[src/rtl/simple_alt_pkg.sv]
// Shared types, widths and ALU helpers for the simple_alt ALU.
package simple_alt_pkg;

  localparam int unsigned OPND_W = 4;
  localparam int unsigned RES_W  = 6;

  typedef enum logic [1:0] {
    OP_ADD3  = 2'd0,
    OP_SUB   = 2'd1,
    OP_LOGIC = 2'd2,
    OP_MAX   = 2'd3
  } op_e;

  // Next mode in the cycle ADD3 -> SUB -> LOGIC -> MAX -> ADD3.
  function automatic op_e op_next(input op_e op);
    return op_e'(2'(op + 2'd1));
  endfunction

  // Result for one operation; SUB wraps naturally into 6-bit two's complement.
  function automatic logic [RES_W-1:0] alu_eval(
    input op_e               op,
    input logic [OPND_W-1:0] a,
    input logic [OPND_W-1:0] b,
    input logic [OPND_W-1:0] c
  );
    logic [RES_W-1:0]  res;
    logic [OPND_W-1:0] mx;
    res = '0;
    mx  = a;
    if (b > mx) mx = b;
    if (c > mx) mx = c;
    case (op)
      OP_ADD3:  res = RES_W'(a) + RES_W'(b) + RES_W'(c);
      OP_SUB:   res = RES_W'(a) + RES_W'(b) - RES_W'(c);
      OP_LOGIC: res = RES_W'((a & b) | c);
      OP_MAX:   res = RES_W'(mx);
      default:  res = '0;
    endcase
    return res;
  endfunction

endpackage

[src/rtl/simple_alt_pb_edge.sv]
// Push-button synchronizer with optional debounce and single-cycle rise pulse.
// Debounce is compiled in with SIMPLE_ALT_PB_DEBOUNCE_EN.
module simple_alt_pb_edge #(
  parameter int unsigned DB_CYCLES = 4
) (
  input  logic clk_in,
  input  logic rst_n,
  input  logic PB,
  output logic rise
);

  logic pb_s1_q;
  logic pb_s2_q;
  logic pb_d_q;
  logic lvl_c;

  // Two-flop synchronizer for the asynchronous button.
  always_ff @(posedge clk_in or negedge rst_n) begin
    if (!rst_n) begin
      pb_s1_q <= 1'b0;
      pb_s2_q <= 1'b0;
    end else begin
      pb_s1_q <= PB;
      pb_s2_q <= pb_s1_q;
    end
  end

`ifdef SIMPLE_ALT_PB_DEBOUNCE_EN
  localparam int unsigned CNT_W = 8;

  logic             pb_db_q;
  logic             pb_db_d;
  logic [CNT_W-1:0] cnt_q;
  logic [CNT_W-1:0] cnt_d;

  // Accept a new level only after it has persisted for DB_CYCLES cycles.
  always_comb begin
    pb_db_d = pb_db_q;
    cnt_d   = '0;
    if (pb_s2_q != pb_db_q) begin
      if (cnt_q == CNT_W'(DB_CYCLES - 1)) begin
        pb_db_d = pb_s2_q;
      end else begin
        cnt_d = cnt_q + CNT_W'(1);
      end
    end
  end

  // Debounce state.
  always_ff @(posedge clk_in or negedge rst_n) begin
    if (!rst_n) begin
      pb_db_q <= 1'b0;
      cnt_q   <= '0;
    end else begin
      pb_db_q <= pb_db_d;
      cnt_q   <= cnt_d;
    end
  end

  assign lvl_c = pb_db_q;
`else
  logic unused_db_c;

  assign unused_db_c = ^8'(DB_CYCLES);
  assign lvl_c       = pb_s2_q;
`endif

  // Previous level for edge detection.
  always_ff @(posedge clk_in or negedge rst_n) begin
    if (!rst_n) begin
      pb_d_q <= 1'b0;
    end else begin
      pb_d_q <= lvl_c;
    end
  end

  assign rise = lvl_c & ~pb_d_q;

endmodule

[src/rtl/simple_alt_alu.sv]
// Registered three-operand ALU; PB rising edges step the operating mode.
// Optional PB debounce via SIMPLE_ALT_PB_DEBOUNCE_EN.
module simple_alt_alu
  import simple_alt_pkg::*;
#(
  parameter int unsigned DB_CYCLES = 4
) (
  input  logic              clk_in,
  input  logic              rst_n,
  input  logic [OPND_W-1:0] P,
  input  logic [OPND_W-1:0] Q,
  input  logic [OPND_W-1:0] R,
  input  logic              PB,
  output logic [RES_W-1:0]  S
);

  logic             rise;
  op_e              mode_q;
  op_e              mode_d;
  logic [RES_W-1:0] s_q;
  logic [RES_W-1:0] s_d;

  simple_alt_pb_edge #(
    .DB_CYCLES (DB_CYCLES)
  ) u_pb_edge (
    .clk_in (clk_in),
    .rst_n  (rst_n),
    .PB     (PB),
    .rise   (rise)
  );

  // Mode step and result computed from the pre-increment mode.
  always_comb begin
    mode_d = mode_q;
    s_d    = alu_eval(mode_q, P, Q, R);
    if (rise) begin
      mode_d = op_next(mode_q);
    end
  end

  // Mode and result registers.
  always_ff @(posedge clk_in or negedge rst_n) begin
    if (!rst_n) begin
      mode_q <= OP_ADD3;
      s_q    <= '0;
    end else begin
      mode_q <= mode_d;
      s_q    <= s_d;
    end
  end

  assign S = s_q;

endmodule

[config.mk]
export PLATFORM = sky130hd
export DESIGN_NAME = simple_alt_alu
export DESIGN_NICKNAME = d
export VERILOG_FILES = /design/src/rtl/simple_alt_pkg.sv /design/src/rtl/simple_alt_pb_edge.sv /design/src/rtl/simple_alt_alu.sv
export SDC_FILE = /design/constraint.sdc
export NUM_CORES = 1
export LEC_CHECK = 0
export ABC_AREA = 1
export CAP_MARGIN = 20
export CORE_MARGIN = 2
export CORE_UTILIZATION = 53
export CTS_CLUSTER_DIAMETER = 120
export DETAILED_ROUTE_END_ITERATION = 8
export PLACE_DENSITY = 0.77
export SLEW_MARGIN = 5
export SYNTH_ARGS = -nofsm -noshare
export SYNTH_HDL_FRONTEND = slang
export SYNTH_SLANG_ARGS = --single-unit
[constraint.sdc]
create_clock -name clk_in -period 1.4 [get_ports clk_in]
set_input_delay 0.14 -clock clk_in [delete_from_list [all_inputs] [get_ports clk_in]]
set_output_delay 0.14 -clock clk_in [all_outputs]
set_load 0.01 [all_outputs]
==> results of run 1 <==
## logic make-up after synthesis
| kind of cell | synth area share |
|---|---|
| flops | 0.211 |
| buf+inv | 0.104 |
| xor+xnor | 0.0335 |
| fa+ha+maj | 0.276 |
| simple gates | 0.246 |
| compound gates | 0.129 |
## cells in the mapped netlist (all sizes together), types with 2 or more instances
master	instances	area [um2]
ha	24	300
a21oi	18	105
xor2	3	26.3
dfrtp	11	275
inv	35	131
fa	3	60.1
nand3	18	108
and2	3	22.5
xnor2	2	17.5
o21ai	9	48.8
nand2	34	140
nor2	10	37.5
## through the flow
stage	std cells	util	setup TNS [ps]	hold WS [ps]
2_1_floorplan	175	-	-2430	-156
3_3_place_gp	258	0.877	-6320	341
3_5_place_dp	258	0.877	-6760	351
==> reports/results.ini, run 1 <==
[cts]
numClockSinks=11
cts_hold_buf=0
cts_setup_buffers=18
h-tree-depth=1
cts_resized=87
cts.path.max_buffers=2
cts_buffers=3
cts_root_buf=clkbuf_4

[place]
hpwl_mm=3.30
gp_congestion=0.902
pre_cts_ws_ps=-1170
portBuffers=20
dpl-instance-area_um2=2000

[synth]
yosysSeqAreaShare=0.211
syn-instance-count=175
synth-edff-count=0
syn_area_um2=1310
yosysUniqueCellTypes=24
ys_warn_count=0
async_flop_share=1.00
synthFlopType=dfrtp_1
avgSynthCellArea_um2=7.46
ys_ff_latch=11
syn_nets=217

[die]
num_io_pins=21
die_h_um=53.6
start_util=0.574
die_x_um=53.6
rows=17

[status]
status=aborted with a tool error
lastStage=clock tree synthesis (4_1_cts)
firstError=[ERROR DPL-0038] Utilization greater than 100%, impossible to legalize

==> run 2: changes to the inputs <==
--- a/config.mk
+++ b/config.mk
@@ -7,11 +7,10 @@
 export LEC_CHECK = 0
 export ABC_AREA = 1
 export CAP_MARGIN = 20
-export CORE_MARGIN = 2
-export CORE_UTILIZATION = 53
-export CTS_CLUSTER_DIAMETER = 120
+export CORE_AREA = 2 2 63 65
 export DETAILED_ROUTE_END_ITERATION = 8
-export PLACE_DENSITY = 0.77
+export DIE_AREA = 0 0 65 67
+export PLACE_DENSITY_LB_ADDON = 0.15
 export SLEW_MARGIN = 5
 export SYNTH_ARGS = -nofsm -noshare
 export SYNTH_HDL_FRONTEND = slang
==> reports/results.ini, run 2 <==
[status]
status=complete, but fails checks
violations=negative setup slack

[setup_path]
crit_required_ps=1560
cp-start-kind=input port
r2r_end=S[2]
cp.arrival_ps=2040
cp-end-kind=register
r2r-start=mode_q[0]
cp_max_fo=5
critical_path_class=in -> reg
rrSetupSlack_ps=0
rr_worst_depth=6

[pwr]
clockPowerShare=0.114
power_density_nw_per_um2=1060
p_comb_frac=0.707
pwr-share-seq=0.179
power.switching_mw=1.09
p_int_mw=1.57
switching_share=0.409
p_leak_nw=1.20
vdd_ir_drop_max_mv=0.368

[place]
pre_cts_ws_ps=-1200  ; -24.8 ps
gp_congestion=0.858  ; -4.9%
portBuffers=20  ; unchanged
hpwl_mm=2.97  ; -10%

[cts]
cts.path.max_buffers=2  ; unchanged
path_clk_slew_ps=50
cts_buffers=3  ; unchanged
numClockSinks=11  ; unchanged
clk_latency_ps=230
cts_tree=built
cts_root_buf=clkbuf_8
h-tree-depth=1  ; unchanged
cts_hold_buf=0  ; unchanged

[sta]
max_freq_mhz=530
fin_ws_ps=-487
timing_worst_slew_pin_value_ps=446
finalSetupTns_ps=-2440
slew-limit-headroom=0.702
layout_min_cycle_time_ps=1890
drv_slew=0
skew_ps=2.43
rsz0062_at_grt=yes
fin_crit_sh=1.35
setup_violations=6
hold_viol_final=0

[die]
rows=22  ; +5
start_util=0.362  ; -0.212
die-area_um2=4360
die_x_um=65  ; +21%
core_um2=3610
die_h_um=67  ; +25%
num_io_pins=21  ; unchanged

[synth]
avgSynthCellArea_um2=7.46  ; unchanged
synth_most_common_cell=inv_1
syn_area_um2=1310  ; unchanged
synth_adder_area_share=0.276  ; unchanged
syn_nets=217  ; unchanged
synth_compound_area_frac=0.129  ; unchanged
synth_top_area_share=0.230  ; unchanged
synthFlopType=dfrtp_1
yosysSeqAreaShare=0.211  ; unchanged
yosysUniqueCellTypes=24  ; unchanged
async_flop_share=1.00  ; unchanged
ys_ff_latch=11  ; unchanged
yosys.area_share.simple=0.246  ; unchanged
yosys-top-cells-area=ha_1 23%, dfrtp_1 21%, inv_1 9.8%
synthXorXnorAreaFrac=0.0335  ; unchanged
synth_area_leader_cell=ha_1
ys_warn_count=0  ; unchanged
muxShareOfSynthArea=0  ; unchanged
ys_top_cells_by_count=34 x inv_1, 29 x nand2_1, 24 x ha_1, 16 x nand3_1, 14 x a21oi_1
syn-instance-count=175  ; unchanged
synth_top_family_by_area=adder cells
synth-edff-count=0  ; unchanged

[final_layout]
layout.nets=300
synthToLayoutAreaGrowth_pct=92.7
layout-drive-gt1-share=0.591
final_cell_mix=52 x buf_4, 24 x inv_1, 17 x nand2_1
finish.utilization=0.698
antennaDiodeCount=0
largest_reg_flops=6
layout_commonest_cell=buf_4

[job]
max_cap_viol_count=0

[grt]
antenna_found_initial=0
grt_pass1_vias=1432
grt_usage=0.189
overflow=0
grt_pass1_wl_mm=6.31
grt_max_degree=12

[route]
route.met3.wl_um=77
firstDrtPassIters=5
drtAntennaViolNets=0
wire_per_inst_um=12.9
routed_wl_mm=3.92
wl_met1_mm=1.55
vias_per_cell=4.60
highest_layer=met4
wl_met2_mm=2.23
vias=1404
drtIter0Drc=33
post-route-drc-count=0

[hold_path]
min_path_type=in -> async

run 2: cell counts after synthesis:
No cell type changed its count.
run 2: how the worst max path moves through the flow:
stage	startpoint	to	cells past startpoint
floorplan	P[2]	S[0]	18
global placement	Q[0]	S[0]	16
detailed placement	Q[1]	S[4]	14
CTS	P[3]	S[2]	18
global route	Q[3]	S[2]	18
finish	Q[3]	S[2]	17
run 2: cells by family after synthesis:
family,after synthesis
buf+inv,36
compound gates,29
fa+ha+maj,27
simple gates,67
xor+xnor,5
flops,11
run 2: layer usage:
metal,track usage,up-vias
li1,-,720
met5,0,-
met4,0.0612,0
met1,0.204,656
met2,0.384,22
met3,0.0118,6
run 2: layout make-up:
type	instances	area, um2
Tap cell	48	60.1
Clock buffer	4	45.0
Sequential cell	11	275
Timing Repair Buffer	78	679
Fill cell	272	1090
Multi-Input combinational cell	128	1310
Inverter	36	148
run 2: what timing repair did:
action	CTS	global route
setup buffers	15	4
pin swaps	39	36
resized for setup	82	28
endpoints found under the setup margin	6	6
run 2: through the flow:
| stage | instance area [um2] | power [mW] | std cells | hold WS (ps) |
|---|---|---|---|---|
| after floorplan | 1500 | 1.44 | 175 | -156 |
| after global placement | 2050 | 2.00 | 282 | 346 |
| after detailed placement | 2050 | 2.03 | 282 | 338 |
| after global routing | 2520 | 2.87 | 305 | 255 |
| after CTS | 2340 | 2.54 | 301 | 238 |
| final | 2520 | 2.66 | 305 | 222 |
run 2: power groups by stage:
stage	Sequential (mW)	Clock [mW]	Combinational, mW
floorplan	0.518	0	0.926
global placement	0.482	0	1.52
detailed placement	0.482	0	1.55
CTS	0.479	0.313	1.74
global route	0.488	0.329	2.05
finish	0.476	0.303	1.88
run 2: critical path: stages:
cell and delay [ps]:
buf_8 100, ha_4 260, nand2_4 70, clkinv_4 60, nand3_4 110, buf_6 140
nand3_4 60, and2_4 170, ha_4 260, nand2_2 50, inv_2 80, nand2_2 70
nand2_4 110, nand2_4 90, nand3_2 80, nand2_2 60, a21oi_2 120
Power figures use the tool's default switching activity.
